--- config.mk ---
export PLATFORM = sky130hd
export DESIGN_NAME = systolic_feeder_flat
export DESIGN_NICKNAME = d
export VERILOG_FILES = /design/src/rtl/systolic_feeder_if.sv /design/src/rtl/systolic_feeder.sv /design/src/flat_wrapper.sv
export SDC_FILE = /design/constraint.sdc
export NUM_CORES = 1
export LEC_CHECK = 0
export ABC_AREA = 1
export BUFFER_PORTS_ARGS = -buffer_cell sky130_fd_sc_hd__buf_2
export CORE_ASPECT_RATIO = 2
export CORE_MARGIN = 4
export CORE_UTILIZATION = 55
export CTS_CLUSTER_SIZE = 25
export DETAILED_ROUTE_END_ITERATION = 10
export HOLD_SLACK_MARGIN = 0.12
export PLACE_DENSITY = 0.73
export SLEW_MARGIN = 20
export SYNTH_ARGS = -nofsm -noshare
export SYNTH_HDL_FRONTEND = slang
export SYNTH_SLANG_ARGS = --single-unit
--- constraint.sdc ---
create_clock -name clk -period 10 [get_ports clk]
set_clock_uncertainty 0.1 [all_clocks]
set_input_delay 0 -clock clk [delete_from_list [all_inputs] [get_ports clk]]
set_output_delay 0 -clock clk [all_outputs]
set_load 0.1 [all_outputs]
--- src/rtl/systolic_feeder_if.sv ---
// Weight and activation stream bundle for the systolic feeder.
// Both streams use a plain valid/ready handshake.
interface systolic_feeder_if;
    logic [15:0] w_in;
    logic        w_valid_in;
    logic        w_ready_out;
    logic [31:0] a_in;
    logic        a_valid_in;
    logic        a_ready_out;

    modport master (
        output w_in, w_valid_in, a_in, a_valid_in,
        input  w_ready_out, a_ready_out
    );

    modport slave (
        input  w_in, w_valid_in, a_in, a_valid_in,
        output w_ready_out, a_ready_out
    );
endinterface

--- src/rtl/systolic_feeder.sv ---
// Loads a 2x2 weight tile and M activation rows, then feeds them
// into the top and left edges of a 2x2 systolic array with skew.
module systolic_feeder #(
    parameter int ROWS_MAX = 16
) (
    input  logic        clk,
    input  logic        rst,
    input  logic [15:0] cfg_m_in,
    input  logic        cfg_start_in,
    systolic_feeder_if.slave strm,
    output logic [15:0] sys_data_in_1x,
    output logic [15:0] sys_data_in_2x,
    output logic        sys_start,
    output logic [15:0] sys_weight_in_x1,
    output logic [15:0] sys_weight_in_x2,
    output logic        sys_accept_w_1,
    output logic        sys_accept_w_2,
    output logic        sys_switch_in,
    output logic [15:0] ub_rd_col_size_out,
    output logic        ub_rd_col_size_valid_out,
    output logic        busy_out,
    output logic        done_out,
    output logic        err_out
);
    localparam int CW = $clog2(ROWS_MAX + 3);
    localparam int AW = (ROWS_MAX > 1) ? $clog2(ROWS_MAX) : 1;

    typedef enum logic [2:0] {
        IDLE, LOAD_W, LOAD_A, FEED, DONE
    } state_t;

    state_t state_q, state_d;
    logic [CW-1:0] cnt_q, cnt_d, m_q;
    logic [15:0] w_q [4];
    logic [31:0] a_buf [ROWS_MAX];
    logic cfg_ok, w_fire, a_fire, err_d;
    logic [AW-1:0] ia1, ia2;

    logic        acc1_d, acc2_d, start_d;
    logic [15:0] wx1_d, wx2_d, d1_d, d2_d;

    assign strm.w_ready_out = (state_q == LOAD_W);
    assign strm.a_ready_out = (state_q == LOAD_A);
    assign w_fire = strm.w_valid_in && strm.w_ready_out;
    assign a_fire = strm.a_valid_in && strm.a_ready_out;

    assign busy_out = (state_q != IDLE);
    assign done_out = (state_q == DONE);
    assign ub_rd_col_size_valid_out = (state_q == FEED);
    assign ub_rd_col_size_out =
        (state_q == FEED) ? 16'd2 : 16'd0;

    assign cfg_ok = (cfg_m_in != 16'd0) &&
                    (cfg_m_in <= 16'(ROWS_MAX));

    always_comb begin
        state_d = state_q;
        cnt_d   = cnt_q;
        err_d   = 1'b0;
        unique case (state_q)
            IDLE: begin
                if (cfg_start_in) begin
                    if (cfg_ok) begin
                        state_d = LOAD_W;
                        cnt_d   = '0;
                    end else begin
                        err_d = 1'b1;
                    end
                end
            end
            LOAD_W: begin
                if (w_fire) begin
                    if (cnt_q == CW'(3)) begin
                        state_d = LOAD_A;
                        cnt_d   = '0;
                    end else begin
                        cnt_d = cnt_q + CW'(1);
                    end
                end
            end
            LOAD_A: begin
                if (a_fire) begin
                    if (cnt_q == m_q - CW'(1)) begin
                        state_d = FEED;
                        cnt_d   = '0;
                    end else begin
                        cnt_d = cnt_q + CW'(1);
                    end
                end
            end
            FEED: begin
                if (cnt_q == m_q + CW'(1)) begin
                    state_d = DONE;
                    cnt_d   = '0;
                end else begin
                    cnt_d = cnt_q + CW'(1);
                end
            end
            DONE: begin
                state_d = IDLE;
                cnt_d   = '0;
            end
            default: begin
                state_d = IDLE;
                cnt_d   = '0;
            end
        endcase
    end

    // Outputs are precomputed for the cycle the FSM enters next,
    // so every sys_* signal leaves a flop.
    assign ia1 = AW'(cnt_d - CW'(1));
    assign ia2 = AW'(cnt_d - CW'(2));

    always_comb begin
        acc1_d  = 1'b0;
        acc2_d  = 1'b0;
        start_d = 1'b0;
        wx1_d   = '0;
        wx2_d   = '0;
        d1_d    = '0;
        d2_d    = '0;
        if (state_d == FEED) begin
            acc1_d = (cnt_d <= CW'(1));
            acc2_d = (cnt_d == CW'(1)) || (cnt_d == CW'(2));
            if (cnt_d == CW'(0)) wx1_d = w_q[2];
            if (cnt_d == CW'(1)) wx1_d = w_q[0];
            if (cnt_d == CW'(1)) wx2_d = w_q[3];
            if (cnt_d == CW'(2)) wx2_d = w_q[1];
            if (cnt_d >= CW'(1) && cnt_d <= m_q) begin
                start_d = 1'b1;
                d1_d    = a_buf[ia1][15:0];
            end
            if (cnt_d >= CW'(2) && cnt_d <= m_q + CW'(1))
                d2_d = a_buf[ia2][31:16];
        end
    end

    always_ff @(posedge clk or posedge rst) begin
        if (rst) begin
            state_q          <= IDLE;
            cnt_q            <= '0;
            m_q              <= '0;
            err_out          <= 1'b0;
            sys_accept_w_1   <= 1'b0;
            sys_accept_w_2   <= 1'b0;
            sys_switch_in    <= 1'b0;
            sys_start        <= 1'b0;
            sys_weight_in_x1 <= '0;
            sys_weight_in_x2 <= '0;
            sys_data_in_1x   <= '0;
            sys_data_in_2x   <= '0;
        end else begin
            state_q          <= state_d;
            cnt_q            <= cnt_d;
            err_out          <= err_d;
            if (state_q == IDLE && cfg_start_in && cfg_ok)
                m_q <= CW'(cfg_m_in);
            sys_accept_w_1   <= acc1_d;
            sys_accept_w_2   <= acc2_d;
            sys_switch_in    <= acc2_d;
            sys_start        <= start_d;
            sys_weight_in_x1 <= wx1_d;
            sys_weight_in_x2 <= wx2_d;
            sys_data_in_1x   <= d1_d;
            sys_data_in_2x   <= d2_d;
        end
    end

    // Storage only; contents are irrelevant until reloaded.
    always_ff @(posedge clk) begin
        if (w_fire) w_q[cnt_q[1:0]] <= strm.w_in;
        if (a_fire) a_buf[cnt_q[AW-1:0]] <= strm.a_in;
    end
endmodule
--- src/flat_wrapper.sv ---
// flat-port wrapper written by rule: the top's interface ports become plain ports
module systolic_feeder_flat 
#(
    parameter int ROWS_MAX = 16
)
  (clk, rst, cfg_m_in, cfg_start_in, sys_data_in_1x, sys_data_in_2x, sys_start, sys_weight_in_x1, sys_weight_in_x2, sys_accept_w_1, sys_accept_w_2, sys_switch_in, ub_rd_col_size_out, ub_rd_col_size_valid_out, busy_out, done_out, err_out, strm_w_in, strm_w_valid_in, strm_a_in, strm_a_valid_in, strm_w_ready_out, strm_a_ready_out);
  systolic_feeder_if strm_i ();
  input  logic clk;
  input  logic rst;
  input  logic [15:0] cfg_m_in;
  input  logic cfg_start_in;
  output logic [15:0] sys_data_in_1x;
  output logic [15:0] sys_data_in_2x;
  output logic sys_start;
  output logic [15:0] sys_weight_in_x1;
  output logic [15:0] sys_weight_in_x2;
  output logic sys_accept_w_1;
  output logic sys_accept_w_2;
  output logic sys_switch_in;
  output logic [15:0] ub_rd_col_size_out;
  output logic ub_rd_col_size_valid_out;
  output logic busy_out;
  output logic done_out;
  output logic err_out;
  input wire logic [$bits(strm_i.w_in)-1:0] strm_w_in;
  input wire logic [$bits(strm_i.w_valid_in)-1:0] strm_w_valid_in;
  input wire logic [$bits(strm_i.a_in)-1:0] strm_a_in;
  input wire logic [$bits(strm_i.a_valid_in)-1:0] strm_a_valid_in;
  output wire logic [$bits(strm_i.w_ready_out)-1:0] strm_w_ready_out;
  output wire logic [$bits(strm_i.a_ready_out)-1:0] strm_a_ready_out;
  assign strm_i.w_in = strm_w_in;
  assign strm_i.w_valid_in = strm_w_valid_in;
  assign strm_i.a_in = strm_a_in;
  assign strm_i.a_valid_in = strm_a_valid_in;
  assign strm_w_ready_out = strm_i.w_ready_out;
  assign strm_a_ready_out = strm_i.a_ready_out;
  systolic_feeder #(.ROWS_MAX(ROWS_MAX)) u_core (.clk(clk), .rst(rst), .cfg_m_in(cfg_m_in), .cfg_start_in(cfg_start_in), .strm(strm_i), .sys_data_in_1x(sys_data_in_1x), .sys_data_in_2x(sys_data_in_2x), .sys_start(sys_start), .sys_weight_in_x1(sys_weight_in_x1), .sys_weight_in_x2(sys_weight_in_x2), .sys_accept_w_1(sys_accept_w_1), .sys_accept_w_2(sys_accept_w_2), .sys_switch_in(sys_switch_in), .ub_rd_col_size_out(ub_rd_col_size_out), .ub_rd_col_size_valid_out(ub_rd_col_size_valid_out), .busy_out(busy_out), .done_out(done_out), .err_out(err_out));
endmodule
## Word level (Yosys, flattened, before mapping)

Memories as Yosys holds them, arrays and structs flattened.
Cells that the tools add are included.

| cells by class | value |
|---|---|
| $add $sub $neg | 5 |
| order comparisons | 6 |
| equality and inequality tests | 10 |
| multiplexer cells | 38 |
| reduce and logical (&&, ||, !) cells | 12 |

Operators by type and width:

| cell | count |
|---|---|
| two-way mux 16 bit | 10 |
| two-way mux 5 bit | 7 |
| two-way mux 3 bit | 7 |
| one-hot mux 5 bit (4 select lines) | 1 |
| less-or-equal comparator 16 x 5 -> 1 bit, second input constant | 1 |
| nonzero test 16 bit | 1 |
| one-hot mux 3 bit (4 select lines) | 1 |
| two-way mux 1 bit | 11 |
| adder 5 x 1 -> 5 bit, second input constant | 2 |
| == test 5 x 2 -> 1 bit, second input constant | 2 |
| == test 5 bit | 2 |
| less-or-equal comparator 5 bit | 2 |
| == test 3 x 2 -> 1 bit, second input constant | 3 |
| logical AND 1 bit | 7 |
| == test 5 x 1 -> 1 bit, second input constant | 1 |
| >= comparator 5 x 1 -> 1 bit, second input constant | 1 |
| >= comparator 5 x 2 -> 1 bit, second input constant | 1 |
| less-or-equal comparator 5 x 1 -> 1 bit, second input constant | 1 |
| logical NOT 5 bit | 1 |
| subtractor 5 x 1 -> 5 bit, second input constant | 1 |
| subtractor 4 x 1 -> 4 bit, second input constant | 1 |
| subtractor 4 x 2 -> 4 bit, second input constant | 1 |
| == test 3 x 1 -> 1 bit, second input constant | 1 |
| == test 3 bit, second input constant | 1 |
| 4 further kinds | 4 |

| word-level totals | value |
|---|---|
| bits in registers | 81 |
| memory bits (writable) | 576 |
| bits of input ports | 69 |
| output and inout bits | 90 |
| logic and storage cells | 84 |
| memories | 2 |

Memory list:

| memory | words | width | read ports | clocked after memory_dff | write ports | RTL line | source |
|---|---|---|---|---|---|---|---|
| u_core.a_buf | 16 | 32 | 2 | 0 | 1 | systolic_feeder.sv:35 | `logic [31:0] a_buf [ROWS_MAX];` |
| u_core.w_q | 4 | 16 | 4 | 0 | 1 | systolic_feeder.sv:34 | `logic [15:0] w_q [4];` |

## Logic depth before layout (Yosys ltp)

Gate-level depths: netlist (run 1).

| depth | value |
|---|---|
| depth in word-level cells | 9 |
| mapped depth | 26 |
| depth with buffers taken out | 24 |

## Worst setup path before layout (run 1)

OpenSTA, ideal clock, no wires.

| timing | value |
|---|---|
| kind | register -> register |
| start | register u_core.state_q[2] |
| end | register u_core.sys_data_in_1x[10] |
| library setup time | 117 ps |
| arrival | 3,968 ps |
| required time | 9,783 ps |
| path slack | 5,815 ps |
| cell stages (with the launch flop) | 22 |
| path buffers | 5 |
| period minus slack after synthesis | 4,185 ps |
| path through | dfrtp_1 -> nor3_4 -> nand2_2 -> nor2_1 -> nor2_1 -> o21ai_1 -> nand2_1 -> nor2_4 -> nand2_2 -> inv_2 -> buf_2 -> buf_4 -> ha_1 -> clkbuf_1 -> inv_1 -> clkbuf_1 -> clkbuf_1 -> nand3_1 -> nand3_1 -> nand3_1 -> nand3_1 -> nor2_1 |

| between the ends | value |
|---|---|
| word-level cells in the longest chain between the ends | 8 |
| elaborated cells on any way between the ends | 25 |
| classes of those cells | add/sub (1); order compare (2); eq/ne (4); mux (13); reduce/logical (4); memory (1) |

Ends and longest elaborated chain:

| element | RTL line | source |
|---|---|---|
| from (decl) | systolic_feeder.sv:32 | `state_t state_q, state_d;` |
| from (signal assigned) | systolic_feeder.sv:154 | `state_q <= state_d;` |
| == test 3 x 1 -> 1 bit * | systolic_feeder.sv:42 | `assign strm.w_ready_out = (state_q == LOAD_W);` |
| named net strm_w_ready_out | flat_wrapper.sv:29 | `output wire logic [$bits(strm_i.w_ready_out)-1:0] strm_w_ready_out;` |
| logical AND 1 bit | systolic_feeder.sv:44 | `assign w_fire = strm.w_valid_in && strm.w_ready_out;` |
| two-way mux 5 bit | systolic_feeder.sv:72 | `if (w_fire) begin` |
| one-hot mux 5 bit (4 select lines) | systolic_feeder.sv:60 | `unique case (state_q)` |
| subtractor 4 x 1 -> 4 bit (tied with other cells) | systolic_feeder.sv:112 | `assign ia1 = AW'(cnt_d - CW'(1));` |
| memory read (16 x 32 bit) / logical AND 1 bit (equally long branches) | - |  |
| two-way mux 16 bit | systolic_feeder.sv:130 | `if (cnt_d >= CW'(1) && cnt_d <= m_q) begin` |
| two-way mux 16 bit * | systolic_feeder.sv:123 | `if (state_d == FEED) begin` |
| named net u_core.d1_d[10] | systolic_feeder.sv:40 | `logic [15:0] wx1_d, wx2_d, d1_d, d2_d;` |
| to (signal assigned) | systolic_feeder.sv:151 | `sys_data_in_1x <= '0;` |
| to (signal assigned) | systolic_feeder.sv:165 | `sys_data_in_1x <= d1_d;` |
| to (decl) | systolic_feeder.sv:11 | `output logic [15:0] sys_data_in_1x,` |

The timed path passes the listed nets; every way through them passes the cells marked *.
A chain may end at the register's enable or synchronous reset.

## Worst setup path after layout (run 1)

| timing | value |
|---|---|
| start | register u_core.m_q[0] |
| end | register u_core.sys_data_in_1x[13] |

| between the ends | value |
|---|---|
| word-level cells in the longest chain between the ends | 9 |
| elaborated cells on any way between the ends | 20 |
| classes of those cells | add/sub (3); order compare (2); eq/ne (3); mux (10); reduce/logical (1); memory (1) |

Ends and longest elaborated chain:

| element | RTL line | source |
|---|---|---|
| from (decl) | systolic_feeder.sv:33 | `logic [CW-1:0] cnt_q, cnt_d, m_q;` |
| from (signal assigned) | systolic_feeder.sv:158 | `m_q <= CW'(cfg_m_in);` |
| subtractor 5 x 1 -> 5 bit | systolic_feeder.sv:83 | `if (cnt_q == m_q - CW'(1)) begin` |
| == test 5 bit | systolic_feeder.sv:83 |  |
| two-way mux 5 bit | systolic_feeder.sv:83 |  |
| two-way mux 5 bit | systolic_feeder.sv:82 | `if (a_fire) begin` |
| one-hot mux 5 bit (4 select lines) | systolic_feeder.sv:60 |  |
| subtractor 4 x 1 -> 4 bit (tied with other cells) | systolic_feeder.sv:112 |  |
| memory read (16 x 32 bit) / logical AND 1 bit (equally long branches) | - |  |
| two-way mux 16 bit | systolic_feeder.sv:130 |  |
| two-way mux 16 bit * | systolic_feeder.sv:123 |  |
| named net u_core.d1_d[13] | systolic_feeder.sv:40 |  |

Marks and branches as above.

==> results of run 1 <==
==> layout make-up <==
cell class                      instances  area share, %
Clock buffer                           72           5.01
Tap cell                              638           2.58
Inverter                               91           1.11
Clock inverter                         28          0.848
Antenna cell                            4         0.0323
Sequential cell                       657           62.4
Multi-Input combinational cell       1410           22.1
Timing Repair Buffer                  266           6.00
==> placed cells by master, fill, tap and decap left out, types with 2 or more instances in the layout <==
cell             n
nor2_2           4
clkinvlp_4       3
diode_2          4
nor2_8           2
a221oi_1         2
conb_1          15
clkinv_2        11
a211oi_1         2
nand3b_1        35
clkbuf_1         8
clkbuf_8         7
nand3_1        598
or2_2            2
inv_6            3
inv_2            9
inv_1           80
bufinv_16        3
nor2_4          19
a21oi_1         70
nand2_1        501
dlygate4sd3_1   88
clkbuf_16       57
nor2_1          86
nand4_1         22
nand2_2          8
clkinv_4         3
buf_2          143
dfrtp_1         81
edfxtp_1       576
nand2_4          3
buf_4           35
ha_1            19
xor2_1           5
o21ai_0          6
clkinv_1         4
==> how the worst max path moves through the flow <==
stage	startpoint	end	depth (start not counted)
after global routing	u_core.m_q[0]$_DFFE_PP0P_	u_core.sys_data_in_1x[1]$_DFF_PP0_	22
after global placement	u_core.m_q[0]$_DFFE_PP0P_	u_core.sys_data_in_1x[0]$_DFF_PP0_	22
final	u_core.m_q[0]$_DFFE_PP0P_	u_core.sys_data_in_1x[13]$_DFF_PP0_	22
after detailed placement	u_core.m_q[0]$_DFFE_PP0P_	u_core.sys_data_in_1x[2]$_DFF_PP0_	22
after floorplan	u_core.state_q[2]$_DFF_PP0_	u_core.sys_data_in_1x[10]$_DFF_PP0_	21
after CTS	u_core.m_q[0]$_DFFE_PP0P_	u_core.sys_data_in_1x[13]$_DFF_PP0_	22
==> cells by family after synthesis <==
| family | synth area share [%] |
|---|---|
| AND/OR/NAND/NOR | 21.8 |
| XOR/XNOR | 0.162 |
| buffers and inverters | 4.09 |
| flip-flops | 71.4 |
| adder cells (fa/ha/maj) | 0.925 |
| AO/OA/AOI/OAI | 1.66 |
| other | 0.0139 |
==> critical path, cell delays in order, from the launching register on <==
cell	delay (ns)
dfrtp_1	0.45
inv_1	0.15
ha_1	0.36
inv_1	0.08
nand2_1	0.05
nand2_1	0.08
nand2_1	0.06
nor2_1	0.11
nand2_1	0.10
o21ai_0	0.16
nand2_1	0.11
nand2_4	0.76
nand2_8	0.74
inv_2	0.59
ha_2	0.22
buf_4	0.71
inv_1	0.64
buf_4	0.44
nand3_1	0.16
nand3_1	0.09
nand3_1	0.10
nand3_1	0.10
nor2_1	0.14
==> flip-flops by register name (all words and copies together) (netlist names) <==
signal                   count
u_core.a_buf               512
u_core.cnt_q                 5
u_core.err_out               1
u_core.m_q                   5
u_core.state_q               3
u_core.sys_accept_w_1        1
u_core.sys_accept_w_2        1
u_core.sys_data_in_1x       16
u_core.sys_data_in_2x       16
u_core.sys_start             1
u_core.sys_weight_in_x1     16
u_core.sys_weight_in_x2     16
u_core.w_q                  64
==> routing by layer <==
metal / track usage [%] / vias to the layer above / part of all wire [%]
li1: - / 8445 / -
met1: 30.1 / 9139 / 34
met2: 48.1 / 1009 / 53
met3: 3.02 / 243 / 7.6
met4: 12.6 / 0 / 5.1
met5: 0 / - / 0
==> through the flow <==
stage | hold slack (ns) | cells | utilization [%] | instance area (µm²)
4_1_cts | 0.204 | 3162 | 63.9 | 31000
3_5_place_dp | -0.0423 | 2974 | 58.3 | 28300
2_1_floorplan | -0.00113 | 2312 | - | 27100
5_1_grt | 0.245 | 3166 | 63.9 | 31000
3_3_place_gp | -0.0481 | 2974 | 58.3 | 28300
6_report | 0.226 | 3166 | 63.9 | 31000
==> reports/results.tsv, run 1 <==
stage	metric	value	unit
outcome	result of the run	finished, final reports clean	
worst_setup_path	critical register-to-register path endpoint	u_core.sys_data_in_1x[13]$_DFF_PP0_	
cts	count of hold-fix buffers inserted at cts	88	
floorplan	x dimension of the die	165	µm
route	number of DRC violations after detailed-routing iteration 0	2177	
timing	final hold violation count	0	
cts	total clock sinks	657	
placed_design	worst slack at placement	3.40	ns
min_path	worst hold stages	2	
floorplan	Die H	322	µm
placed_design	number of port buffers	143	
finish	share of layout cells above drive strength 1	12.7	%
worst_setup_path	required time worst endpoint	10.42	ns
route	number of vias per cell	5.95	
synth	sequential element share of the synthesized area	71.4	%
timing	final worst-path cycle share	66.7	%
timing	post-route minimum period	6.67	ns
floorplan	Die Footprint	0.0530	mm²
worst_setup_path	reg-to-reg slack, setup	3.33	ns
cts	buffers from clock root to sink, at most	3	
route	count of nets left with antenna violations after detail routing	0	
synth	library cell with the largest summed area after synthesis	edfxtp_1	
timing	number of pins exceeding their max-slew limit in the final report	0	
worst_setup_path	endpoint type of the worst setup path	flip-flop	
synth	Synth Cell Area	0.0271	mm²
cts	clock tree from TritonCTS	yes	
worst_setup_path	Register-to-Register Path Depth	22	
timing	unrepaired setup endpoints after global routing	false	
route	via total after detailed routing	18800	
finish	Seq. cell area	0.0193	mm²
synth	Avg Cell Area, Syn	11.8	µm²
run	Max-Cap Viols	0	
synth	dominant register cell in the synthesized netlist	edfxtp_1	
cts	Clk Tree Root Cell	clkbuf_16	
synth	share of the synthesized area in the top cell type	63.9	%
route	average detailed-routed wire length per instance	22.3	µm
route	final routed DRC violation total	0	
placed_design	total half-perimeter wirelength after legalization and detailed placement	38200	µm
timing	smallest setup slack after layout	3.33	ns
timing	achievable frequency	150	MHz
global_routing	number of antenna violations at the first check in global routing	4	
finish	Area Overhead vs Synth	14.5	%
synth	leading cell types by total area after synthesis	edfxtp_1 64%, nand3_1 11%, dfrtp_1 7.5%, nand2_1 7.0%, nor2_1 1.4%	
cts	number of clock buffers inserted by TritonCTS	53	
synth	most frequent cells after synthesis	598 x nand3_1, 576 x edfxtp_1, 502 x nand2_1	
finish	multi-input gate area in the final layout	0.00683	mm²
timing	Setup-failing EPs final	0	
cts	H-Tree Level Count	2	
synth	unique cell type count in the Yosys netlist	37	
worst_setup_path	Worst Path Arrival	7.09	ns
route	Routed WL	70700	µm
global_routing	global-route wire length before repair	106000	µm
cts	clock latency of the later-clocked register in the worst-skew pair	0.61	ns
synth	post-synthesis instance total	2298	
timing	slew of the pin with the lowest slew margin	1.10	ns
floorplan	top-level port count	159	
timing	Worst slew margin	26.4	%
global_routing	total global routing overflow	0	
worst_setup_path	Reg-to-Reg Start	u_core.m_q[0]$_DFFE_PP0P_	
global_routing	pin count of the biggest net entering global routing	162	
placed_design	Final Wtd Congestion	0.910	
global_routing	All-Layer GR Usage	26.2	%
worst_setup_path	type of origin of the critical path	flip-flop	
floorplan	core outline area	0.0485	mm²
synth	number of enable-type register cells in the synthesized netlist	576	
finish	number of nets in the layout	2568	
global_routing	number of global-route vias before repair	18700	
synth	most numerous cell in the Yosys netlist	nand3_1	
cts	post-CTS setup-driven buffer insertion count	0	
min_path	end point of the most critical hold path	u_core.a_buf[0][27]$_DFFE_PP_	
floorplan	effective utilization at floorplan	55.8	%
route	number of detailed-route iterations in the first pass	6	
finish	fill cell count	3603	
synth	synth warn	0	
worst_setup_path	maximum fanout along the worst path	161	
synth	Seq cells post-synth	657	
min_path	critical hold path startpoint	strm_a_in[27]	
floorplan	std cell rows	114	
timing	setup tns final	0	ns
worst_setup_path	crit path kind	flip-flop to flip-flop	
cts	clock-pin slew on the worst setup and hold paths	0.07	ns
synth	Async SR Flop Fraction	12.3	%
cts	# resized after CTS	0	
min_path	min-delay worst type	primary input to flip-flop	
Power of run 1 is not shown: default switching activity piles up to over one toggle a cycle in this logic, so the estimate is an artifact.
==> inputs of run 2 (changes only) <==
==> constraint.sdc (replaced) <==
create_clock -name clk -period 6.2 [get_ports clk]
set_clock_uncertainty 0.1 [all_clocks]
set_input_delay 0 -clock clk [delete_from_list [all_inputs] [get_ports clk]]
set_output_delay 0 -clock clk [all_outputs]
set_load 0.1 [all_outputs]
==> run 2 against run 1 <==
Effect of this change:
- die area unchanged
- highest routed layer unchanged
- critical path depth rose by 3
- flip-flop and latch count unchanged
- sequential share of layout area barely moved
- routed wire length shrank 1.0%
- final cell count is the same
- clock-buffer cell count decreased by 8
- non-clock buffer count grew 4
- cell area is essentially flat
- global-route usage is essentially flat
- hold slack lost 0.011 ns
- critical endpoint is now u_core.sys_data_in_1x[10]$_DFF_PP0_
- via count shrank 0.80%
- critical path type unchanged
==> reports/results.tsv, run 2 (synthesis gave the netlist of run 1 again) <==
stage	metric	value	unit	change
global_routing	total global routing overflow	0		unchanged
worst_setup_path	maximum fanout along the worst path	18		was 161
worst_setup_path	crit path kind	flip-flop to flip-flop		unchanged
finish	number of flip-flops in the largest register	512		unchanged
timing	Setup-failing EPs final	0		unchanged
global_routing	pin count of the biggest net entering global routing	109		was 162
min_path	worst hold stages	2		unchanged
worst_setup_path	gate family responsible for the most delay along the worst path	simple AND/OR/NAND/NOR gates		was buffers and inverters
worst_setup_path	Reg-to-Reg Start	u_core.m_q[0]$_DFFE_PP0P_		unchanged
worst_setup_path	critical register-to-register path endpoint	u_core.sys_data_in_1x[10]$_DFF_PP0_		was u_core.sys_data_in_1x[13]$_DFF_PP0_
timing	slew of the pin with the lowest slew margin	1.03	ns	was 1.10 ns
worst_setup_path	required time worst endpoint	6.61	ns	was 10.42 ns
route	number of DRC violations after detailed-routing iteration 0	1990		was 2,177
worst_setup_path	count of buffer and inverter cells on the critical path	6		unchanged
timing	post-route minimum period	4.56	ns	was 6.67 ns
min_path	critical hold path startpoint	strm_a_in[14]		was strm_a_in[27]
cts	# resized after CTS	0		unchanged
placed_design	number of port buffers	143		unchanged
finish	diode insertion count for antenna repair	0		was 4
worst_setup_path	timing startpoint of the critical path	u_core.m_q[0]$_DFFE_PP0P_		unchanged
route	Routed WL	70000	µm	was 70,700 µm
floorplan	core outline area	0.0485	mm²	unchanged
global_routing	global-route wire length before repair	106000	µm	about the same
global_routing	All-Layer GR Usage	26.2	%	about the same
worst_setup_path	most repeated library cell on the critical path	nand2_1		unchanged
cts	Clk Tree Root Cell	clkbuf_16		unchanged
finish	summed area of non-filler cells in the final layout	0.0310	mm²	about the same
route	final routed DRC violation total	0		unchanged
placed_design	Final Wtd Congestion	0.860		was 0.910
worst_setup_path	slowest cell on the critical path	nand2_1		was nand2_4
timing	setup tns final	0	ns	unchanged
floorplan	top-level port count	159		unchanged
finish	most frequent standard cell in the layout excluding fill and tap cells	nand3_1		unchanged
timing	Worst slew margin	31.4	%	was 26.4%
cts	H-Tree Level Count	2		unchanged
cts	buffers from clock root to sink, at most	3		unchanged
route	via total after detailed routing	18700		was 18,800
finish	most frequent cells in the layout	598 x nand3_1, 576 x edfxtp_1, 501 x nand2_1		unchanged
min_path	end point of the most critical hold path	u_core.a_buf[15][14]$_DFFE_PP_		was u_core.a_buf[0][27]$_DFFE_PP_
min_path	min-delay worst type	primary input to flip-flop		unchanged
route	number of detailed-route iterations in the first pass	6		unchanged
route	average detailed-routed wire length per instance	22.1	µm	was 22.3 µm
timing	achievable frequency	219	MHz	was 150 MHz
floorplan	Die Footprint	0.0530	mm²	unchanged
worst_setup_path	endpoint type of the worst setup path	flip-flop		unchanged
global_routing	number of global-route vias before repair	18600		was 18,700
finish	Area Overhead vs Synth	14.5	%	about the same
finish	number of nets in the layout	2573		was 2,568
global_routing	number of antenna violations at the first check in global routing	0		was 4
timing	unrepaired setup endpoints after global routing	false		unchanged
worst_setup_path	type of origin of the critical path	flip-flop		unchanged
cts	clock latency of the later-clocked register in the worst-skew pair	0.61	ns	about the same
outcome	result of the run	finished, final reports clean		unchanged
placed_design	total half-perimeter wirelength after legalization and detailed placement	39100	µm	was 38,200 µm
floorplan	effective utilization at floorplan	55.8	%	unchanged
run	Max-Cap Viols	0		unchanged
floorplan	Die H	322	µm	unchanged
route	count of nets left with antenna violations after detail routing	0		unchanged
finish	share of layout cells above drive strength 1	12.5	%	was 12.7%
placed_design	Placed Instance Area	0.0283	mm²	about the same
timing	final worst-path cycle share	73.5	%	was 66.7%
timing	number of pins exceeding their max-slew limit in the final report	0		unchanged
worst_setup_path	Register-to-Register Path Depth	25		was 22
floorplan	std cell rows	114		unchanged
timing	hold slack	0.215	ns	was 0.226 ns
worst_setup_path	worst stage delay on the critical path	0.63	ns	was 0.76 ns
route	number of vias per cell	5.90		was 5.95
timing	final hold violation count	0		unchanged
worst_setup_path	Worst Path Arrival	4.97	ns	was 7.09 ns
cts	total clock sinks	657		unchanged
cts	clock-pin slew on the worst setup and hold paths	0.07	ns	about the same
worst_setup_path	reg-to-reg slack, setup	1.64	ns	was 3.33 ns
floorplan	x dimension of the die	165	µm	unchanged
cts	number of clock buffers inserted by TritonCTS	54		was 53
cts	clock tree from TritonCTS	yes		unchanged
[run 2: changes by cell type in the layout (fill, tap and decap cells not counted), sizes merged]
cell	delta
buf	+4
bufinv	+2
clkbuf	-8
diode	-4
clkinv	+10
inv	-4
[run 2: timing repair]
action / 4_1_cts / 5_1_grt
hold buffers: 88 / 0
buffers inserted: 0 / 0
endpoints found under the hold margin: 731 / 0
[run 2: routing by layer]
layer  vias to the layer above  global-route usage [%]  part of all wire, %  wire, µm
met1                      9064                    30.1                   34     23600
met2                       981                    48.2                   54     37800
li1                       8447                       -                    -         -
met4                         0                    11.8                  4.5      3160
met5                         -                       0                    0         0
met3                       193                    3.46                  7.7      5370
[run 2: how the worst max path moves through the flow]
stage | to | depth (start not counted)
global placement | u_core.sys_data_in_1x[10]$_DFF_PP0_ | 25
global route | u_core.sys_data_in_1x[1]$_DFF_PP0_ | 22
detailed placement | u_core.sys_data_in_1x[10]$_DFF_PP0_ | 25
floorplan | u_core.sys_data_in_1x[10]$_DFF_PP0_ | 21
finish | u_core.sys_data_in_1x[10]$_DFF_PP0_ | 25
CTS | u_core.sys_data_in_1x[10]$_DFF_PP0_ | 25
[run 2: final cells by class]
cell class / instances / area [µm²]
clock buffers: 64 / 1440
clock inverters: 36 / 340
fillers: 3674 / 17500
inverters: 91 / 344
multi-input cells: 1410 / 6830
flip-flops and latches: 657 / 19300
well taps: 638 / 798
repair buffers: 270 / 1910
[run 2: per-stage QoR]
step	util, %	instances	worst slack (ns)
after floorplan	-	2312	2.01
after global placement	58.4	2978	1.69
after detailed placement	58.4	2978	1.69
after CTS	63.9	3166	1.65
after global routing	63.9	3166	1.29
final	63.9	3166	1.64
[run 2: worst register-to-register path, delay by kind of cell, from the launching register on]
kind / cells / cell delay (ns)
AND/OR/NAND/NOR: 16 / 2.23
buffers and inverters: 6 / 0.77
adder cells (fa/ha/maj): 2 / 0.70
flip-flops: 1 / 0.43
AO/OA/AOI/OAI: 1 / 0.26
Power of run 2 is left out for the same reason.
==> inputs of run 3 (changes only) <==
==> constraint.sdc (replaced) <==
create_clock -name clk -period 4.3 [get_ports clk]
set_clock_uncertainty 0.1 [all_clocks]
set_input_delay 0 -clock clk [delete_from_list [all_inputs] [get_ports clk]]
set_output_delay 0 -clock clk [all_outputs]
set_load 0.1 [all_outputs]
==> run 3 against run 2 <==
Effect of this change:
- largest cell class unchanged
- die area unchanged
- sequential share of layout area decreased by 0.57 points
- non-clock buffer count is 7 higher
- critical endpoint is now u_core.sys_data_in_2x[4]$_DFF_PP0_
- highest routed layer unchanged
==> reports/results.tsv, run 3 (synthesis gave the netlist of run 1 again) <==
stage	metric	value	unit	change
timing	final worst-path cycle share	91.5	%	was 73.5%
run	Max-Cap Viols	0		unchanged
finish	most frequent standard cell in the layout excluding fill and tap cells	nand3_1		unchanged
route	count of nets left with antenna violations after detail routing	0		unchanged
finish	most frequent cells in the layout	598 x nand3_1, 576 x edfxtp_1, 501 x nand2_1		unchanged
outcome	result of the run	finished, final reports clean		unchanged
cts	# resized after CTS	0		unchanged
cts	count of hold-fix buffers inserted at cts	90		was 88
timing	unrepaired setup endpoints after global routing	false		unchanged
worst_setup_path	Worst Path Arrival	4.35	ns	was 4.97 ns
timing	slew of the pin with the lowest slew margin	1.13	ns	was 1.03 ns
placed_design	number of port buffers	143		unchanged
worst_setup_path	required time worst endpoint	4.71	ns	was 6.61 ns
min_path	end point of the most critical hold path	u_core.a_buf[13][29]$_DFFE_PP_		was u_core.a_buf[15][14]$_DFFE_PP_
timing	setup tns final	0	ns	unchanged
finish	fill cell count	3527		was 3,674
worst_setup_path	reg-to-reg slack, setup	0.36	ns	was 1.64 ns
finish	final core utilization	64.5	%	was 63.9%
route	number of vias per cell	5.95		was 5.90
min_path	min-delay worst type	primary input to flip-flop		unchanged
global_routing	total global routing overflow	0		unchanged
cts	H-Tree Level Count	2		unchanged
floorplan	core outline area	0.0485	mm²	unchanged
floorplan	Die H	322	µm	unchanged
timing	final hold violation count	0		unchanged
timing	number of pins exceeding their max-slew limit in the final report	0		unchanged
timing	Worst slew margin	24.5	%	was 31.4%
global_routing	pin count of the biggest net entering global routing	248		was 109
route	final routed DRC violation total	0		unchanged
route	Routed WL	70300	µm	was 70,000 µm
floorplan	x dimension of the die	165	µm	unchanged
cts	total clock sinks	657		unchanged
cts	Clk Tree Root Cell	clkbuf_16		unchanged
global_routing	All-Layer GR Usage	26.2	%	about the same
placed_design	total half-perimeter wirelength after legalization and detailed placement	38700	µm	was 39,100 µm
finish	number of nets in the layout	2580		was 2,573
placed_design	Final Wtd Congestion	0.896		was 0.860
min_path	critical hold path startpoint	strm_a_in[29]		was strm_a_in[14]
worst_setup_path	crit path kind	flip-flop to flip-flop		unchanged
cts	buffers from clock root to sink, at most	3		unchanged
finish	number of flip-flops in the largest register	512		unchanged
cts	clock latency of the later-clocked register in the worst-skew pair	0.61	ns	about the same
route	average detailed-routed wire length per instance	22.1	µm	about the same
worst_setup_path	Reg-to-Reg Start	u_core.m_q[0]$_DFFE_PP0P_		unchanged
timing	achievable frequency	254	MHz	was 219 MHz
floorplan	Die Footprint	0.0530	mm²	unchanged
worst_setup_path	endpoint type of the worst setup path	flip-flop		unchanged
global_routing	number of global-route vias before repair	18600		about the same
timing	post-route minimum period	3.94	ns	was 4.56 ns
route	number of detailed-route iterations in the first pass	5		was 6
global_routing	number of antenna violations at the first check in global routing	1		was 0
cts	post-CTS setup-driven buffer insertion count	0		unchanged
global_routing	global-route wire length before repair	105000	µm	was 106,000 µm
worst_setup_path	critical register-to-register path endpoint	u_core.sys_data_in_2x[4]$_DFF_PP0_		was u_core.sys_data_in_1x[10]$_DFF_PP0_
finish	Area Overhead vs Synth	15.5	%	was 14.5%
cts	clock tree from TritonCTS	yes		unchanged
route	number of DRC violations after detailed-routing iteration 0	1885		was 1,990
cts	number of clock buffers inserted by TritonCTS	54		unchanged
finish	share of layout cells above drive strength 1	13.0	%	was 12.5%
min_path	worst hold stages	2		unchanged
floorplan	std cell rows	114		unchanged
worst_setup_path	maximum fanout along the worst path	35		was 18
floorplan	effective utilization at floorplan	55.8	%	unchanged
worst_setup_path	Register-to-Register Path Depth	23		was 25
route	via total after detailed routing	18900		was 18,700
cts	clock-pin slew on the worst setup and hold paths	0.07	ns	about the same
timing	Setup-failing EPs final	0		unchanged
floorplan	top-level port count	159		unchanged
worst_setup_path	type of origin of the critical path	flip-flop		unchanged
run 3: changes by cell type in the layout (fill, tap and decap cells not counted), moves of 3 or more:
cell | before | now
buf_12 | 1 | 11
clkinv_1 | 14 | 8
buf_4 | 36 | 32
clkbuf_8 | 1 | 4
inv_6 | 1 | 4
run 3: through the flow:
step | instances | instance area (µm²) | hold WS [ns] | setup slack [ns]
4_1_cts | 3174 | 31200 | 0.161 | 0.408
5_1_grt | 3176 | 31300 | 0.198 | 0.0976
6_report | 3176 | 31300 | 0.196 | 0.364
3_5_place_dp | 2982 | 28500 | 0.0626 | 0.422
2_1_floorplan | 2312 | 27100 | -0.00113 | 0.115
3_3_place_gp | 2982 | 28500 | 0.0509 | 0.518
run 3: cell type report:
| cell class | count | area [µm²] | share of cell area [%] |
|---|---|---|---|
| Clock buffer | 63 | 1430 | 4.56 |
| Tap cell | 638 | 798 | 2.55 |
| Clock inverter | 39 | 444 | 1.42 |
| Timing Repair Buffer | 277 | 2100 | 6.73 |
| Antenna cell | 1 | 2.50 | 0.00800 |
| Multi-Input combinational cell | 1410 | 6830 | 21.8 |
| Sequential cell | 657 | 19300 | 61.8 |
| Inverter | 91 | 344 | 1.10 |
run 3: critical path, stage by stage, from the launching register on:
cell and delay, ns:
dfrtp_1 0.44, inv_1 0.16, ha_1 0.36, inv_1 0.08
nand2_1 0.05, nand2_1 0.09, nand2_1 0.06, nor2_1 0.09
nand2_1 0.10, o21ai_0 0.18, nand2_1 0.12, nand2_4 0.13
nand2_8 0.10, inv_2 0.11, buf_4 0.40, ha_1 0.23
inv_1 0.04, nand2_1 0.05, nand2_1 0.05, nand2_1 0.06
nand2_1 0.06, nand2_1 0.16, nand2_2 0.33, a21oi_1 0.25
run 3: routing by layer:
| metal | share of wire (%) | global-route usage [%] |
|---|---|---|
| met5 | 0 | 0 |
| met4 | 4.7 | 11.6 |
| met3 | 7.7 | 3.46 |
| met2 | 53 | 47.9 |
| met1 | 35 | 30.3 |
run 3: how the worst max path moves through the flow:
| stage | slack (ns) | startpoint | cells after the start | endpoint |
|---|---|---|---|---|
| after floorplan | 0.11 | u_core.state_q[2]$_DFF_PP0_ | 21 | u_core.sys_data_in_1x[10]$_DFF_PP0_ |
| after global placement | 0.52 | u_core.m_q[0]$_DFFE_PP0P_ | 24 | u_core.sys_data_in_2x[4]$_DFF_PP0_ |
| after detailed placement | 0.42 | u_core.m_q[0]$_DFFE_PP0P_ | 24 | u_core.sys_data_in_2x[4]$_DFF_PP0_ |
| after CTS | 0.41 | u_core.m_q[0]$_DFFE_PP0P_ | 24 | u_core.sys_data_in_2x[4]$_DFF_PP0_ |
| after global routing | 0.1 | u_core.m_q[0]$_DFFE_PP0P_ | 23 | u_core.sys_data_in_2x[4]$_DFF_PP0_ |
| final | 0.36 | u_core.m_q[0]$_DFFE_PP0P_ | 23 | u_core.sys_data_in_2x[4]$_DFF_PP0_ |
Power of run 3 is left out for the same reason.
